--- src/rtl/vcache_stat_dump_sequencer.sv ---
// Expands one tagged dump request into a sequence of print_stat_v pulses, one per enabled
// vcache in ascending index order, separated by a fixed idle gap. Also provides the shared
// free-running global counter used by every profiler.
module vcache_stat_dump_sequencer #(
  parameter int unsigned num_cache_p  = 4,
  parameter int unsigned data_width_p = 32,
  parameter int unsigned gap_cycles_p = 2
) (
  input  logic                    clk_i,
  input  logic                    reset_n_i,
  input  logic                    req_v_i,
  input  logic [data_width_p-1:0] req_tag_i,
  input  logic [num_cache_p-1:0]  req_mask_i,
  output logic                    req_ready_o,
  output logic [num_cache_p-1:0]  print_stat_v_o,
  output logic [data_width_p-1:0] print_stat_tag_o,
  output logic                    busy_o,
  output logic                    done_o,
  output logic [31:0]             global_ctr_o
);

  localparam int unsigned gap_width_lp = (gap_cycles_p > 0) ? $clog2(gap_cycles_p + 1) : 1;
  localparam logic [gap_width_lp-1:0] gap_init_lp =
    gap_width_lp'((gap_cycles_p > 0) ? (gap_cycles_p - 1) : 0);

  typedef enum logic [1:0] {StIdle, StIssue, StGap, StDone} state_e;

  state_e                  state;
  logic [num_cache_p-1:0]  pending_r;
  logic [gap_width_lp-1:0] gap_cnt_r;
  logic [num_cache_p-1:0]  remaining;

  // Isolates the lowest set bit (two's-complement trick).
  function automatic logic [num_cache_p-1:0] lowest_one(input logic [num_cache_p-1:0] v);
    return v & (-v);
  endfunction

  // Bits still to be dumped once the current ISSUE cycle retires its bit.
  always_comb begin
    remaining = pending_r & ~lowest_one(pending_r);
  end

  // Dump sequencer; every output is a register loaded with its value for the next cycle.
  always_ff @(posedge clk_i or negedge reset_n_i) begin
    if (!reset_n_i) begin
      state            <= StIdle;
      pending_r        <= '0;
      gap_cnt_r        <= '0;
      req_ready_o      <= 1'b1;
      busy_o           <= 1'b0;
      done_o           <= 1'b0;
      print_stat_v_o   <= '0;
      print_stat_tag_o <= '0;
    end else begin
      unique case (state)
        StIdle: begin
          if (req_v_i) begin
            print_stat_tag_o <= req_tag_i;
            pending_r        <= req_mask_i;
            req_ready_o      <= 1'b0;
            busy_o           <= 1'b1;
            if (req_mask_i == '0) begin
              state  <= StDone;
              done_o <= 1'b1;
            end else begin
              state          <= StIssue;
              print_stat_v_o <= lowest_one(req_mask_i);
            end
          end
        end
        StIssue: begin
          pending_r <= remaining;
          if (remaining == '0) begin
            state          <= StDone;
            done_o         <= 1'b1;
            print_stat_v_o <= '0;
          end else if (gap_cycles_p == 0) begin
            print_stat_v_o <= lowest_one(remaining);
          end else begin
            state          <= StGap;
            gap_cnt_r      <= gap_init_lp;
            print_stat_v_o <= '0;
          end
        end
        StGap: begin
          if (gap_cnt_r == '0) begin
            state          <= StIssue;
            print_stat_v_o <= lowest_one(pending_r);
          end else begin
            gap_cnt_r <= gap_cnt_r - 1'b1;
          end
        end
        StDone: begin
          state       <= StIdle;
          done_o      <= 1'b0;
          req_ready_o <= 1'b1;
          busy_o      <= 1'b0;
        end
        default: begin
          state <= StIdle;
        end
      endcase
    end
  end

  // Free-running cycle counter shared by all profilers; wraps naturally.
  always_ff @(posedge clk_i or negedge reset_n_i) begin
    if (!reset_n_i) begin
      global_ctr_o <= '0;
    end else begin
      global_ctr_o <= global_ctr_o + 32'd1;
    end
  end

endmodule

--- config.mk ---
export PLATFORM = sky130hd
export DESIGN_NAME = vcache_stat_dump_sequencer
export DESIGN_NICKNAME = d
export VERILOG_FILES = /design/src/rtl/vcache_stat_dump_sequencer.sv
export SDC_FILE = /design/constraint.sdc
export NUM_CORES = 1
export LEC_CHECK = 0
export CAP_MARGIN = 10
export CORE_UTILIZATION = 47
export CTS_CLUSTER_DIAMETER = 200
export DETAILED_ROUTE_END_ITERATION = 7
export GPL_ROUTABILITY_DRIVEN = 0
export PLACE_DENSITY = 0.8
export RECOVER_POWER = 25
export SETUP_SLACK_MARGIN = 0.4
export SYNTH_ARGS = -nofsm -noshare
export SYNTH_HDL_FRONTEND = slang
export SYNTH_SLANG_ARGS = --single-unit
--- constraint.sdc ---
create_clock -name clk_i -period 2.7 [get_ports clk_i]
set_clock_uncertainty 0.15 [all_clocks]
set_input_delay 0.405 -clock clk_i [delete_from_list [all_inputs] [get_ports clk_i]]
set_output_delay 0.405 -clock clk_i [all_outputs]
set_load 0.005 [all_outputs]
==> results.md <==
Status:
- The flow ran to the end, but the final reports show violations.
- The checks that failed: max-capacitance violations, max-slew violations.

Clocking:
- The quantity of gates resized following cts is 0.
- The clock net in this run drives a total of a little under 80 sinks.
- The buffer levels on the longest clock path is 2.
- TritonCTS built the clock tree.
- Clock-pin slew was measured on the worst setup and hold paths at 0.08 ns.
- The number of buffers created by CTS is 9.
- Clock tree synthesis selected as its root buffer the cell clkbuf_8.
- The clock reaches the later pin of the worst-skew pair after 0.34 ns.
- Buffers inserted to repair hold after CTS numbered 0.
- In this run the number of H-tree levels came out at 3.
- The number of setup buffers added after CTS is 0.

Power:
- The leakage dissipation is 2.15 nW.
- The power consumption is 4.38 mW.
- The power per cell area is roughly 900 nW/um2.
- The worst IR drop on VDD is 0.323 mV.

Worst hold path:
- The type of the most critical hold path is reg -> reg.

Timing:
- The least setup slack across all paths after layout is 0.640 ns.
- The count of endpoints failing hold in the final timing report came to 0.
- The final clock period utilization by the worst path is 76.3%.
- The setup-violating endpoint count in the final report is 0.
- The smallest clock period supported by the final layout is computed as 2.06 ns.
- The setup TNS after final layout is 0 ns.
- The max-slew violation count is 80.
- For this run, the top clock speed supported by timing is 0.485 GHz.
- Setup repair after global routing left no endpoint under its margin.
- The relative max-transition margin is -27.7%.
- Across all hold checks on the routed design, the worst slack comes to 0.317 ns.
- For the pin with the worst max-slew slack, the measured transition is 1.92 ns.

Logic synthesis:
- Counting every net in the synthesized netlist gives between 300 and 400.
- In this run the cell area of the synthesized design comes to 3610 um2.
- In this run, synthesis inferred 0 flip-flops with an integrated enable.
- The synthesized instance count is 296.
- The sequential area share after synthesis is 54.8%.
- The async set or reset register ratio after synthesis is 100%.
- The mean post-synth cell area is 12.2 um2.
- Yosys attributes the largest share of cell area to dfrtp_1 54%, mux2_2 10%, xnor2_1 4.4%.
- During synthesis, Yosys emitted a total of 0 warnings.
- The library cell occupying the most area in the post-synthesis netlist is dfrtp_1.
- The area fraction of the dominant cell type after synthesis is 54.1%.
- After synthesis, the netlist uses 46 different library cells.
- The main flop type after synthesis is dfrtp_1.
- Counting flops and latches in the post-synthesis netlist gives 79.

Detailed routing:
- The routed wire length is 7.91 mm.
- The count of nets left with antenna violations once routing finished came out at 0.
- The detailed router finished its first iteration with 66 violations.
- After detailed routing, the number of vias per cell comes to approximately 5.2.
- The total via count after detailed routing is 2690.
- The pre-antenna-repair detailed-routing pass consisted of 4 iterations.
- The remaining routing DRC violations is 0.
- Dividing the detail-routed wire length by the instance count gives 15.4 um.

Die:
- The die covers between 8000 and 9000 um2.
- The total number of placement rows is 31.
- The vertical die dimension is 89.6 um.
- Once the floorplan was initialized, standard cells occupied between 40% and 50% of the core.
- 110 I/O pins were placed.
- In this run the horizontal extent of the chip is 89.6 um.
- The floorplan core area is roughly 7300 um2.

Final layout:
- In the final layout, the share of cells above drive strength 1 is between 15 and 20%.
- With fillers left out, the area of the finished cells amounts to 5010 um2.
- For this run, the number of standard cells in the final layout without fillers is a little over 500.
- After the last flow step, the layout net total stands at 458.
- After filler insertion, the fill cell instance count of the layout stands at 548.
- The final core utilization is between 60 and 70%.
- The synthesis-to-layout area growth is 38.7%.
- The repair_antennas step left the layout with diodes totalling 0.

Critical path:
- STA classifies the critical path startpoint as a flop.
- The worst reg2reg path depth is 6.
- The element type at the critical path end is a flop.
- The largest driver fanout on the critical path is 11.
- The internal reg-to-reg setup slack is 0.64 ns.
- The required time of the critical path is 2.82 ns.
- The delay of the slowest critical-path stage is 0.44 ns.
- In this run the worst setup path terminates at print_stat_v_o[3]$_DFFE_PN0P_.
- The startpoint of the worst register-to-register path is state[0]$_DFFE_PN0P_.
- The worst flop-to-flop path endpoint is print_stat_v_o[3]$_DFFE_PN0P_.
- The largest individual stage delay along the critical path comes from the cell a2111oi_4.
- The signal arrival time at the worst endpoint is 2.18 ns.
- The signal on the critical path passes through inv_1 > ha_1 > nor2b_1 > a2111oi_4 > nor2_1 > a31oi_1.
- The origin of the worst setup path is state[0]$_DFFE_PN0P_.
- The critical path is of the reg -> reg type.

Global route:
- The total congestion overflow is 0.
- The first global-routing pass estimated 11.9 mm of wire.
- The number of antenna violations at the first check in global routing came to 0.
- The number of global-route vias before repair is 2521.
- Entering global routing, the biggest net connects 80 pins.
- For this run, the total global-route usage over all layers was measured as roughly a fifth.

Placed design:
- The area after detailed placement is 4800 um2.
- The count of port buffers added during placement is 109.
- The cell count after placement is 498.
- The placement-stage worst setup slack is a little under 0.5 ns.
- The post-DP HPWL is 5.48 mm.

Flow run:
- Across the run, the number of max-cap violations was 1.
## worst min path at each step
stage | cells past startpoint | startpoint | to
6_report | 1 | global_ctr_o[31]$_DFF_PN0_ | global_ctr_o[31]$_DFF_PN0_
3_3_place_gp | 1 | global_ctr_o[31]$_DFF_PN0_ | global_ctr_o[31]$_DFF_PN0_
5_1_grt | 1 | global_ctr_o[31]$_DFF_PN0_ | global_ctr_o[31]$_DFF_PN0_
3_5_place_dp | 1 | global_ctr_o[31]$_DFF_PN0_ | global_ctr_o[31]$_DFF_PN0_
4_1_cts | 1 | reset_n_i | pending_r[0]$_DFFE_PN0P_
2_1_floorplan | 0 | reset_n_i | busy_o$_DFFE_PN0P_
## worst max-delay path, delay by kind of cell, from the launching register on
kind            cells  cell delay, ns
flops               1            0.41
buf+inv             1            0.13
fa+ha+maj           1            0.37
simple gates        2            0.33
compound gates      2            0.60
## final cells by class
class	instances	area [um2]	area share (%)
clock buffer	12	155	3.10
clock inverter	4	52.6	1.05
inverter	10	37.5	0.750
multi-input combinational	199	1560	31.1
sequential	79	1980	39.5
tap	99	124	2.47
timing repair buffer	111	1100	22.0
## routing by layer
layer / vias up / track usage, % / share of wire (%)
li1: 1277 / - / -
met1: 1319 / 25.9 / 44
met2: 83 / 30.9 / 48
met3: 11 / 7.77 / 7.6
met4: 0 / 6.78 / 0.96
met5: - / 0 / 0
## logic make-up after synthesis
family | synth area share (%)
flip-flops | 54.8
buffers and inverters | 2.01
AND/OR/NAND/NOR | 14.9
AO/OA/AOI/OAI | 6.79
multiplexers | 10.8
adder cells (fa/ha/maj) | 3.43
XOR/XNOR | 7.28
## cell usage after synthesis (all sizes together), types with 3 or more instances
cell type	instances
and4	8
a21oi	8
mux2i	3
xnor2	18
xor2	12
nand3	12
inv	10
dfrtp	78
o21ai	8
nand2	21
mux2	32
nand3b	3
ha	9
clkbuf	4
a31oi	4
nor2	11
and3	5
buf	4
nor2b	4
nand4	7
nor3	13
## placed cells by master, fill, tap and decap left out, drive strengths merged, types with 5 or more instances in the layout
| cell type | synthesis | routed |
|---|---|---|
| a21oi | 8 | 8 |
| and3 | 5 | 5 |
| and4 | 8 | 8 |
| clkbuf | 4 | 13 |
| clkdlybuf4s50 | 0 | 108 |
| dfrtp | 78 | 78 |
| ha | 9 | 9 |
| inv | 10 | 11 |
| mux2 | 32 | 32 |
| nand2 | 21 | 21 |
| nand3 | 12 | 12 |
| nand4 | 7 | 7 |
| nor2 | 11 | 11 |
| nor3 | 13 | 13 |
| o21ai | 8 | 8 |
| xnor2 | 18 | 18 |
| xor2 | 12 | 12 |
## flip-flops by register name (all words and copies together), names as in the netlist
name,count
state,2
busy_o,1
done_o,1
global_ctr_o,32
gap_cnt_r,2
pending_r,4
req_ready_o,1
print_stat_tag_o,32
print_stat_v_o,4
## power by group
part / leakage, nW / switching (mW) / internal, mW
logic: 1.05 / 0.659 / 1.05
registers: 0.995 / 0.227 / 1.54
clock network: 0.107 / 0.431 / 0.482
total: 2.15 / 1.32 / 3.07
Note: power is estimated with default switching activity, not from simulation.
